===== src/rtl/reg_bank_16x16.sv =====
// Sixteen-entry general-purpose register bank with status flags and a saturating
// count of committed writes. All registers are exposed in parallel for the downstream operand muxes.
module reg_bank_16x16 #(
  parameter int WIDTH  = 16,
  parameter int FLAG_W = 5
) (
  input  logic              clk,
  input  logic              reset,
  input  logic              wr_en,
  input  logic [3:0]        wr_addr,
  input  logic [WIDTH-1:0]  wr_data,
  input  logic              clr,
  input  logic              flag_en,
  input  logic [FLAG_W-1:0] flags_in,
  output logic [WIDTH-1:0]  r0,
  output logic [WIDTH-1:0]  r1,
  output logic [WIDTH-1:0]  r2,
  output logic [WIDTH-1:0]  r3,
  output logic [WIDTH-1:0]  r4,
  output logic [WIDTH-1:0]  r5,
  output logic [WIDTH-1:0]  r6,
  output logic [WIDTH-1:0]  r7,
  output logic [WIDTH-1:0]  r8,
  output logic [WIDTH-1:0]  r9,
  output logic [WIDTH-1:0]  r10,
  output logic [WIDTH-1:0]  r11,
  output logic [WIDTH-1:0]  r12,
  output logic [WIDTH-1:0]  r13,
  output logic [WIDTH-1:0]  r14,
  output logic [WIDTH-1:0]  r15,
  output logic [FLAG_W-1:0] flags,
  output logic [15:0]       wr_count
);

  logic [WIDTH-1:0]  r_regs [16];
  logic [FLAG_W-1:0] r_flags;
  logic [15:0]       r_wr_count;
  logic              w_commit;

  // Clear wins over a simultaneous write; the discarded write is not counted.
  assign w_commit = wr_en && !clr;

  always_ff @(posedge clk or posedge reset) begin
    if (reset) begin
      for (int i = 0; i < 16; i++) begin
        r_regs[i] <= '0;
      end
    end else if (clr) begin
      for (int i = 0; i < 16; i++) begin
        r_regs[i] <= '0;
      end
    end else if (w_commit) begin
      r_regs[wr_addr] <= wr_data;
    end
  end

  always_ff @(posedge clk or posedge reset) begin
    if (reset) begin
      r_flags <= '0;
    end else if (flag_en) begin
      r_flags <= flags_in;
    end
  end

  always_ff @(posedge clk or posedge reset) begin
    if (reset) begin
      r_wr_count <= '0;
    end else if (w_commit && (r_wr_count != 16'hFFFF)) begin
      r_wr_count <= r_wr_count + 16'd1;
    end
  end

  assign r0       = r_regs[0];
  assign r1       = r_regs[1];
  assign r2       = r_regs[2];
  assign r3       = r_regs[3];
  assign r4       = r_regs[4];
  assign r5       = r_regs[5];
  assign r6       = r_regs[6];
  assign r7       = r_regs[7];
  assign r8       = r_regs[8];
  assign r9       = r_regs[9];
  assign r10      = r_regs[10];
  assign r11      = r_regs[11];
  assign r12      = r_regs[12];
  assign r13      = r_regs[13];
  assign r14      = r_regs[14];
  assign r15      = r_regs[15];
  assign flags    = r_flags;
  assign wr_count = r_wr_count;

endmodule

===== config.mk =====
export PLATFORM = sky130hd
export DESIGN_NAME = reg_bank_16x16
export DESIGN_NICKNAME = d
export VERILOG_FILES = /design/src/rtl/reg_bank_16x16.sv
export SDC_FILE = /design/constraint.sdc
export NUM_CORES = 1
export LEC_CHECK = 0
export ABC_CLOCK_PERIOD_IN_PS = 10670
export BUFFER_PORTS_ARGS = -buffer_cell sky130_fd_sc_hd__buf_2
export CAP_MARGIN = 20
export CORE_MARGIN = 8
export CORE_UTILIZATION = 52
export CTS_CLUSTER_DIAMETER = 100
export DETAILED_ROUTE_END_ITERATION = 10
export HOLD_SLACK_MARGIN = 0.03
export PLACE_DENSITY = 0.8
export SYNTH_ARGS = -nofsm -noshare
export SYNTH_HDL_FRONTEND = slang
export SYNTH_SLANG_ARGS = --single-unit

===== constraint.sdc =====
create_clock -name clk -period 10.67 [get_ports clk]
set_clock_uncertainty 0.15 [all_clocks]
set_input_delay 1.6005 -clock clk [delete_from_list [all_inputs] [get_ports clk]]
set_output_delay 1.6005 -clock clk [all_outputs]
set_load 0.02 [all_outputs]

Word-level counts from Yosys, hierarchy flattened
Cells that the tools add are included.
W data, S select, Z words.
{ "totals": {"output_inout_bits": 277, "register_bits": 277, "inputBits": 30, "word_cells": 33} }
{ "op_classes": {"bitwise": 1, "add_sub_neg": 1, "mux": 5, "n_lt_le_gt_ge": 2, "n_reduce_logical": 5, "n_eq_ne": 1} }
{ "ops": {"columns": ["op", "n"], "rows": [
  ["$mux W256", 2],
  ["$bwmux W256", 1],
  ["$demux W16 S4", 1],
  ["$add A16 B1 Y16 const B", 1],
  ["$mux W16", 1],
  ["$ne A16 B16 Y1 const B", 1],
  ["$ge A5 B5 Y1 const B", 1],
  ["$lt A5 B1 Y1 const B", 1],
  ["$not A4 Y5", 1],
  ["$logic_and A1 B1 Y1", 3],
  ["$reduce_bool A2 Y1", 1],
  ["$logic_not A1 Y1", 1]
]} }

Depth between registers and ports, before layout
Gate-level depths: netlist of run 1.
{ "logic_depth": {"word_depth": 8, "ltp_mapped": 7} }

Worst setup path after synthesis of run 1
No wires, ideal clock.
{ "synth_timing": {"path_type": "input to register", "start": "in wr_addr[2]", "end": "reg r_regs, in the netlist r3[4]", "stages": 6, "arrival_ns": 2.826, "slack_ns": 7.573, "n_path_buf": 2, "setup_time_ns": 0.122, "cell_sequence": "buf_2 or3b_1 nor2_4 nor2_1 buf_2 a32o_1"} }
{ "synth_between": {"elab_chain_len": 8, "elab_cells_between_ends": 9, "classes_between": "order compare (2); mux (5); bitwise (1); reduce/logical (1)"} }
{ "synth_rtl": {"columns": ["element", "line_no", "source"], "rows": [
  ["start: declaration", "10", "input logic [3:0] wr_addr,"],
  ["$not A4 Y5 (implied by the code) (*)", "53", "r_regs[wr_addr] <= wr_data;"],
  ["$ge A5 B5 Y1 (implied by the code) / $lt A5 B1 Y1 (equally long branches)", "53", null],
  ["$logic_and A1 B1 Y1 (implied by the code)", "53", null],
  ["$mux W16 (implied by the code)", "53", null],
  ["$demux W16 S4 (*)", "53", null],
  ["$bwmux W256 (*)", "53", null],
  ["$mux W256 (*)", "52", "end else if (w_commit) begin"],
  ["$mux W256 (*)", "48", "end else if (clr) begin"],
  ["end signal: indexed assignment", "53", null],
  ["end: declaration", "35", "logic [WIDTH-1:0] r_regs [16];"]
]} }
Every way passes the cells marked *; elsewhere a longest branch is shown, timed or not. The select of a mux whose other input is x is not followed.
A chain may end at the register's enable or synchronous reset.

Final worst setup path of run 1
{ "layout_timing": {"start": "in wr_en", "end": "reg r_regs, in the netlist r1[6]"} }
{ "layout_between": {"elab_chain_len": 2} }
{ "layout_rtl": {"columns": ["element", "line_no", "source"], "rows": [
  ["start: declaration", "9", "input logic wr_en,"],
  ["$logic_and A1 B1 Y1", "41", "assign w_commit = wr_en && !clr;"],
  ["$reduce_bool A2 Y1 (no line)", null, null]
]} }
No other way between the ends.

==> results.py, run 1 <==
metrics = {
    "run_status": {
        "outcome": "finished clean",
    },
    "worst_setup_path": {
        "cp.arrival_ns": 3.62,
        "rr_endpoint": "wr_count[1]",
        "crit_path_start": "wr_en",
        "path_cells": "buf_2 -> nor3b_2 -> nand2b_1 -> nand2_1 -> a21oi_1",
        "critical_path_peak_fanout": 16,
        "crit_family": "simple AND/OR/NAND/NOR gates",
        "max_stage_delay_ns": 0.86,
        "cp-start-kind": "input pin",
        "r2r_setup_slack_ns": 8.60,
        "rr_worst_depth": 5,
        "worstSetupPathType": "input pin to flop",
        "slowest_stage": "nor3b_2",
        "crit_required_ns": 10.89,
        "endpoint_kind": "flop",
        "cp_num_cells": 5,
        "crit_buf_inv": 1,
        "r2r_start": "wr_count[0]",
        "cp-endpoint": "r1[6]",
    },
    "clock_network": {
        "clockRootBuffer": "clkbuf_16",
        "htree_levels": 1,
        "ctsResizeCount": 0,
        "cts.path.max_buffers": 3,
        "cts_hold_buf": 0,
        "cts.sinks": 277,
        "cts_setup_buffers": 0,
        "cts_tree": "built",
        "insertion_delay_ns": 0.52,
        "clkTransAtPathRegs_ns": 0.07,
        "numCtsBuffers": 28,
    },
    "timing": {
        "max_freq_mhz": 294,
        "fin_hold_ws_ns": 0.339,
        "post-route-period-util_pct": 31.8,
        "rsz0062_at_grt": "false",
        "slew_violations": 0,
        "hold_viol_final": 0,
        "finalSetupViolations": 0,
        "layout_setup_ws_ns": 7.27,
        "tns_ns": 0,
        "worst_slew_pin_slew_ns": 1.11,
        "final.min_clock_period_ns": 3.40,
        "relSlewSlack_pct": 25.8,
    },
    "detailed_routing": {
        "antenna_left": 0,
        "wire_per_inst_um": 22.6,
        "dr.pass1.iters": 5,
        "via_count": 9259,
        "avgViaCountPerCell": 5.81,
        "wirelength_um": 36100,
        "drt_iter0_drc": 696,
        "drc": 0,
    },
    "placement": {
        "hpwl_um": 24000,
        "dp_worst_setup_slack_ns": 6.83,
        "port_buffers": 306,
        "place.gp.congestion": 0.809,
    },
    "synth": {
        "synthDistinctLibCells": 41,
        "yosys_register_bits": 277,
        "synth.avg_cell_area_um2": 10.7,
        "syn_area_um2": 11000,
        "ys_warn_count": 0,
        "syn_inst": 1030,
        "synth_nets": 1061,
        "yosysSeqAreaShare_pct": 62.9,
    },
    "finish": {
        "syn_to_final_growth_pct": 23.9,
        "nets": 1327,
        "drive_above_1_share_pct": 29.0,
    },
    "pwr": {
        "p_leak_nw": 6.91,
        "irDropWorstVdd_mv": 0.139,
        "p_per_area_nw_per_um2": 168,
    },
    "global_routing": {
        "grt_max_degree": 124,
        "grt_antenna_before_repair": 2,
        "grt_pass1_wl_um": 55000,
        "grt_pass1_vias": 9364,
        "grt_overflow_total": 0,
        "track_usage_pct": 26.8,
    },
    "flow_run": {
        "cap_violations": 0,
    },
    "floorplan": {
        "num_rows": 53,
        "core_um2": 20900,
        "ios": 307,
        "die-area_um2": 26100,
        "die_h_um": 162,
        "fp.dieW_um": 162,
        "initial_utilization_pct": 52.7,
    },
    "min_path": {
        "holdCritPathClass": "flop to flop",
    },
}
## cell usage in the layout (no fill, tap or decap), types with 3 or more instances in the layout
master       n
and2_1       7
dfrtp_1    277
mux2i_1     40
nand2b_1     7
or2_2        3
clkbuf_1     8
nor3_1       5
a32o_1      21
buf_4        9
nor2_2       4
a22o_1      71
o21ai_0     10
clkbuf_8     6
nand2_1    240
nor2_4       4
mux2_2       5
o21a_1       3
nand4_1      4
nor4_1       5
nor2_1      67
clkinv_2     4
nand3_1     18
a21oi_1    126
buf_2      305
xor2_1       7
clkbuf_16   29
bufinv_16    3
## per-layer routing
layer / GRT usage, % / wire (µm) / up-vias
met5: 0 / 0 / -
met2: 42.4 / 16800 / 501
met3: 7.51 / 3760 / 98
li1: - / - / 4058
met1: 34.2 / 13900 / 4602
met4: 11.3 / 1580 / 0
## synth_stat cells, drive strengths merged
library cell | count | area share, %
a32o | 21 | 1.9
xnor2 | 1 | 0.080
buf | 25 | 1.0
nand4b | 1 | 0.080
nor2 | 75 | 2.9
dfrtp | 277 | 63
nor4 | 6 | 0.40
nand2b | 7 | 0.40
nand3b | 2 | 0.14
mux2i | 40 | 3.6
o211ai | 2 | 0.14
or2 | 4 | 0.23
mux2 | 7 | 0.72
inv | 2 | 0.068
nand2 | 240 | 8.2
a41oi | 1 | 0.080
and2 | 8 | 0.45
nor2b | 3 | 0.17
or3b | 1 | 0.080
nand4 | 4 | 0.23
a21oi | 126 | 5.7
o21a | 3 | 0.20
nor3b | 2 | 0.14
xor2 | 7 | 0.56
or4 | 1 | 0.10
nor3 | 5 | 0.23
a22o | 71 | 5.6
o21ai | 10 | 0.45
and3b | 1 | 0.080
clkbuf | 55 | 1.9
nand3 | 20 | 1.0
ha | 1 | 0.11
a31oi | 1 | 0.057
## logic make-up (layout without fill, tap and decap cells)
kind of cell | count (synthesis) | after routing | synth area share [%]
and+or+nand+nor | 380 | 380 | 14.8
DFF | 277 | 277 | 62.9
AOI/OAI and AO/OA | 235 | 235 | 14.2
buffers and inverters | 82 | 369 | 2.96
muxes | 47 | 47 | 4.35
xor gates and xnor gates | 8 | 8 | 0.636
adders and majority gates | 1 | 1 | 0.114
other | 0 | 2 | 0
## area by class of cell
| cell class | count | area, µm² |
|---|---|---|
| Antenna cell | 2 | 5.00 |
| Clock buffer | 43 | 838 |
| Clock inverter | 8 | 118 |
| Fill cell | 1615 | 7240 |
| Inverter | 2 | 15.0 |
| Multi-Input combinational cell | 671 | 3770 |
| Sequential cell | 277 | 6930 |
| Tap cell | 275 | 344 |
| Timing Repair Buffer | 316 | 1630 |
## worst min-delay path by stage
stage | slack, ns | endpoint | cells past startpoint | startpoint
finish | 0.34 | r13[6] | 1 | r13[6]
detailed placement | 0.33 | r5[4] | 1 | r5[4]
floorplan | 0.46 | r3[4] | 1 | r3[4]
CTS | 0.34 | r5[4] | 1 | r5[4]
global route | 0.35 | r5[4] | 1 | r5[4]
global placement | 0.32 | r5[4] | 1 | r5[4]
## report_power, final
group / switching (mW) / internal [mW]
combinational: 0.139 / 0.0470
clock: 0.402 / 0.611
sequential: 0.0229 / 1.07
total: 0.564 / 1.73
## per-stage QoR
stage	instances	power, mW	util [%]	cell area [µm²]
2_1_floorplan	1030	1.23	-	11000
3_3_place_gp	1537	1.30	60.5	12600
3_5_place_dp	1537	1.30	60.5	12600
4_1_cts	1588	2.31	65.1	13600
5_1_grt	1594	2.37	65.3	13700
6_report	1594	2.30	65.3	13700
Note: power is estimated with default switching activity, not from simulation.
==> run 2: changes to the inputs <==
- ABC_CLOCK_PERIOD_IN_PS: 10670 -> 3000
- CORE_UTILIZATION: 52 -> 47
- PLACE_DENSITY: 0.8 -> 0.76
- clock period: 10.67 -> 3 ns (I/O delays scaled with it)
==> run 2 against run 1 <==
  * Via count rose by 0.95%
  * Global-route usage fell by 1.5 points
  * Clock-buffer cell count rose by 1
  * Worst hold slack got worse by 0.25 ns
  * Flip-flop and latch count did not move
  * Sequential power rose to 3.5 times the previous value
  * Design area rose by 1.8%
  * Register-to-register slack got worse by 7.7 ns
  * Wire length rose by 2.4%
  * Sequential share of layout area fell by 0.89 points
  * Critical path type is now flop to flop
  * Highest routed layer is now met5
==> results.py, run 2 (synthesized netlist as in run 1, its figures left out) <==
metrics = {
    "global_routing": {
        "grt_pass1_vias": 9264,
        "grt_pass1_wl_um": 56400,
        "track_usage_pct": 25.3,
        "grt_antenna_before_repair": 3,
        "grt_max_degree": 67,
        "grt_overflow_total": 0,
    },
    "timing": {
        "fin_hold_ws_ns": 0.0931,
        "relSlewSlack_pct": 36.0,
        "slew_violations": 0,
        "hold_viol_final": 0,
        "rsz0062_at_grt": "false",
        "final.min_clock_period_ns": 2.11,
        "post-route-period-util_pct": 70.4,
        "max_freq_mhz": 473,
        "worst_slew_pin_slew_ns": 0.960,
        "tns_ns": 0,
        "finalSetupViolations": 0,
    },
    "placement": {
        "place.gp.congestion": 0.823,
        "placed_cells": 1599,
        "hpwl_um": 25100,
        "place_area_um2": 12900,
        "port_buffers": 306,
    },
    "worst_setup_path": {
        "crit_required_ns": 3.26,
        "endpoint_kind": "flop",
        "slowest_stage": "nor4_2",
        "cp.arrival_ns": 2.38,
        "critical_path_peak_fanout": 6,
        "path_cells": "ha_1 -> nand3_1 -> nor4_2 -> nor2_1 -> mux2_1",
        "max_stage_delay_ns": 0.59,
        "cp-start-kind": "flop",
        "worstSetupPathType": "flop to flop",
    },
    "clock_network": {
        "cts_tree": "built",
        "htree_levels": 1,
        "numCtsBuffers": 29,
        "cts.path.max_buffers": 3,
        "cts_hold_buf": 6,
        "cts.sinks": 277,
        "clkTransAtPathRegs_ns": 0.06,
        "insertion_delay_ns": 0.53,
        "ctsResizeCount": 0,
        "clockRootBuffer": "clkbuf_16",
        "cts_setup_buffers": 0,
    },
    "floorplan": {
        "die-area_um2": 28600,
        "die_h_um": 169,
        "fp.dieW_um": 169,
        "ios": 307,
        "core_um2": 23300,
        "initial_utilization_pct": 47.4,
        "num_rows": 56,
    },
    "flow_run": {
        "cap_violations": 0,
    },
    "detailed_routing": {
        "antenna_left": 0,
        "avgViaCountPerCell": 5.64,
        "wirelength_um": 36900,
        "wire_per_inst_um": 22.3,
        "drt_iter0_drc": 1095,
        "via_count": 9347,
        "dr.pass1.iters": 5,
        "drc": 0,
    },
    "finish": {
        "stdcell_count": 1656,
        "final_common_cell": "buf_2",
        "final_cell_mix": "305 x buf_2, 277 x dfrtp_1, 240 x nand2_1",
        "syn_to_final_growth_pct": 26.1,
        "diodes": 0,
        "multi_input_area_um2": 3770,
        "num-fill-cells": 2002,
        "nets": 1348,
        "ff_latch_area_um2": 6930,
        "drive_above_1_share_pct": 29.8,
        "design_area_um2": 13900,
    },
    "pwr": {
        "p_per_area_nw_per_um2": 595,
        "p_leak_nw": 7.02,
        "irDropWorstVdd_mv": 0.454,
        "power.total_mw": 8.27,
    },
    "min_path": {
        "holdCritPathClass": "input pin to flop",
    },
    "run_status": {
        "outcome": "finished clean",
    },
}
-- run 2: changes by cell type in the layout (fill, tap and decap cells not counted), sizes merged --
cell,before,now
clkbuf,43,44
buf,316,330
inv,2,1
dlygate4sd3,0,6
diode,2,0
-- run 2: layout make-up --
| cell class | instances | share of cell area (%) |
|---|---|---|
| flip-flops and latches | 277 | 49.9 |
| inverters | 2 | 0.0811 |
| well taps | 319 | 2.87 |
| multi-input cells | 671 | 27.1 |
| clock buffers | 44 | 6.28 |
| repair buffers | 336 | 13.0 |
| clock inverters | 7 | 0.793 |
-- run 2: final timing paths --
kind	start	endpoint	slack [ns]	cells past startpoint
max	wr_count[0]	wr_count[1]	0.89	5
min	flag_en	flags[0]	0.09	2
max reg2reg	wr_count[0]	wr_count[1]	0.89	5
min reg2reg	r10[7]	r10[7]	0.35	1
max in group asynchronous	reset	r13[5]	1.42	4
min in group asynchronous	reset	r10[9]	0.40	3
-- run 2: stage by stage --
stage	util [%]	setup WS (ns)
global placement	55.2	0.656
detailed placement	55.2	0.580
global route	59.7	0.746
CTS	59.7	0.912
finish	59.7	0.887
floorplan	-	-1.27
-- run 2: power by group --
group	switching (mW)	internal, mW
clock	1.45	2.24
combinational	0.499	0.180
sequential	0.0836	3.82
-- run 2: routing by layer --
layer	track usage [%]	vias to the layer above	share of wire, %
met5	0	-	0.060
met4	9.54	4	3.7
met3	7.52	92	10
met2	39.4	474	46
met1	33.2	4669	40
li1	-	4108	-
-- run 2: critical path, delay by kind of cell (launching register included) --
| family | cells | cell delay, ns |
|---|---|---|
| adders and majority gates | 1 | 0.21 |
| and+or+nand+nor | 3 | 0.88 |
| DFF | 1 | 0.42 |
| muxes | 1 | 0.34 |
==> run 3: changes to the inputs <==
- ABC_CLOCK_PERIOD_IN_PS: 3000 -> 1900
- clock period: 3 -> 1.9 ns (I/O delays scaled with it)
==> run 3 against run 2 <==
  * Via count up 1.9%
  * Design area is 4.2% higher
  * Clock power rose by 58%
  * Setup slack worse by 0.79 ns
  * Core utilization increased by 2.5 points
  * Worst hold slack got worse by 0.047 ns
  * Die area is the same
  * Global-route usage shrank 0.18 points
  * Critical endpoint is now wr_count[11]
  * Final cell count is 3.5% higher
  * Clock-buffer cell count decreased by 5
  * Critical path type unchanged
  * Combinational power increased by 86%
  * Critical path depth decreased by 1
==> results.py, run 3 (synthesized netlist as in run 1, its figures left out) <==
metrics = {
    "run_status": {
        "outcome": "finished clean",
    },
    "worst_setup_path": {
        "cp-start-kind": "flop",
        "worstSetupPathType": "flop to flop",
        "r2r_setup_slack_ns": 0.09,
        "cp.arrival_ns": 2.08,
        "max_stage_delay_ns": 0.50,
        "endpoint_kind": "flop",
        "path_cells": "nand4b_1 -> or4_4 -> nor2_1 -> mux2_1",
        "slowest_stage": "or4_4",
        "critical_path_peak_fanout": 5,
        "crit_required_ns": 2.17,
    },
    "clock_network": {
        "htree_levels": 1,
        "numCtsBuffers": 29,
        "cts.path.max_buffers": 3,
        "cts_tree": "built",
        "clockRootBuffer": "clkbuf_16",
        "cts.sinks": 277,
        "insertion_delay_ns": 0.54,
        "clkTransAtPathRegs_ns": 0.06,
    },
    "floorplan": {
        "ios": 307,
        "num_rows": 56,
        "core_um2": 23300,
        "die-area_um2": 28600,
        "fp.dieW_um": 169,
        "die_h_um": 169,
        "initial_utilization_pct": 47.4,
    },
    "flow_run": {
        "cap_violations": 0,
    },
    "finish": {
        "drive_above_1_share_pct": 32.1,
        "syn_to_final_growth_pct": 31.4,
        "final_util_pct": 62.2,
        "final_common_cell": "buf_2",
        "stdcell_count": 1714,
        "final_cell_mix": "305 x buf_2, 277 x dfrtp_1, 240 x nand2_1",
        "nets": 1403,
    },
    "global_routing": {
        "grt_antenna_before_repair": 3,
        "busiest_layer": "met2",
        "grt_use_met1_pct": 32.3,
        "grt_pass1_vias": 9557,
        "track_usage_pct": 25.1,
        "grt_pass1_wl_um": 56400,
        "grt_overflow_total": 0,
        "met3_usage_pct": 6.89,
        "grt_max_degree": 109,
        "grt.met2_usage_pct": 40.3,
    },
    "timing": {
        "worst_slew_pin_slew_ns": 0.921,
        "slew_violations": 0,
        "finalSetupViolations": 0,
        "layout_setup_ws_ns": 0.0944,
        "hold_viol_final": 0,
        "max_freq_mhz": 554,
        "final.min_clock_period_ns": 1.81,
        "fin_hold_ws_ns": 0.0458,
        "relSlewSlack_pct": 38.6,
        "post-route-period-util_pct": 95.0,
    },
    "min_path": {
        "holdCritPathClass": "input pin to flop",
    },
    "pwr": {
        "p_per_area_nw_per_um2": 912,
        "irDropWorstVdd_mv": 0.728,
        "p_leak_nw": 7.34,
    },
    "placement": {
        "dp_worst_setup_slack_ns": -0.135,
        "hpwl_um": 24700,
        "placed_cells": 1638,
        "port_buffers": 306,
        "place.gp.congestion": 0.833,
    },
    "detailed_routing": {
        "via_count": 9525,
        "dr.pass1.iters": 5,
        "antenna_left": 0,
        "drt_iter0_drc": 1015,
        "wire_per_inst_um": 21.5,
        "avgViaCountPerCell": 5.56,
        "wirelength_um": 36900,
        "drc": 0,
    },
}
## run 3: per-layer routing
metal | part of all wire [%] | vias to the layer above
met3 | 9.9 | 101
li1 | - | 4222
met2 | 47 | 478
met1 | 39 | 4722
met5 | 0.035 | -
met4 | 3.6 | 2
## run 3: what timing repair did
action                                  in CTS  in global routing
hold buffers                                19                  0
hold endpoints to repair                   328                  0
setup buffers                                0                  2
endpoints found under the setup margin       0                  6
resized for setup                            0                  2
## run 3: cell type report
class	instances	area (µm²)
Sequential cell	277	6930
Antenna cell	1	2.50
Tap cell	319	399
Clock buffer	39	833
Fill cell	1912	8780
Timing Repair Buffer	391	2360
Inverter	2	11.3
Multi-Input combinational cell	671	3790
Clock inverter	14	151
## run 3: per-stage QoR
stage                     power (mW)  area [µm²]   TNS (ns)
after floorplan                 6.90       11000    -609.51
after global routing            13.6       14500  -0.000222
after global placement          7.41       13300     -0.569
final                           13.2       14500          0
after CTS                       13.3       14400          0
after detailed placement        7.44       13300      -1.65
## run 3: worst paths after layout
path	start	to	cells after the start
max	wr_count[1]	wr_count[11]	4
min	wr_data[10]	r15[10]	3
max reg2reg	wr_count[1]	wr_count[11]	4
min reg2reg	r12[12]	r12[12]	1
max in group asynchronous	reset	r12[14]	5
min in group asynchronous	reset	r10[13]	4
## run 3: power breakdown
part	switching, mW	internal [mW]
logic	0.850	0.408
clock network	2.35	3.47
registers	0.0928	6.03
total	3.30	9.91
## run 3: critical path: cells and delay by family (launching register included)
kind          cells  cell delay (ns)
flops             1             0.39
mux               1             0.32
simple gates      3             0.83
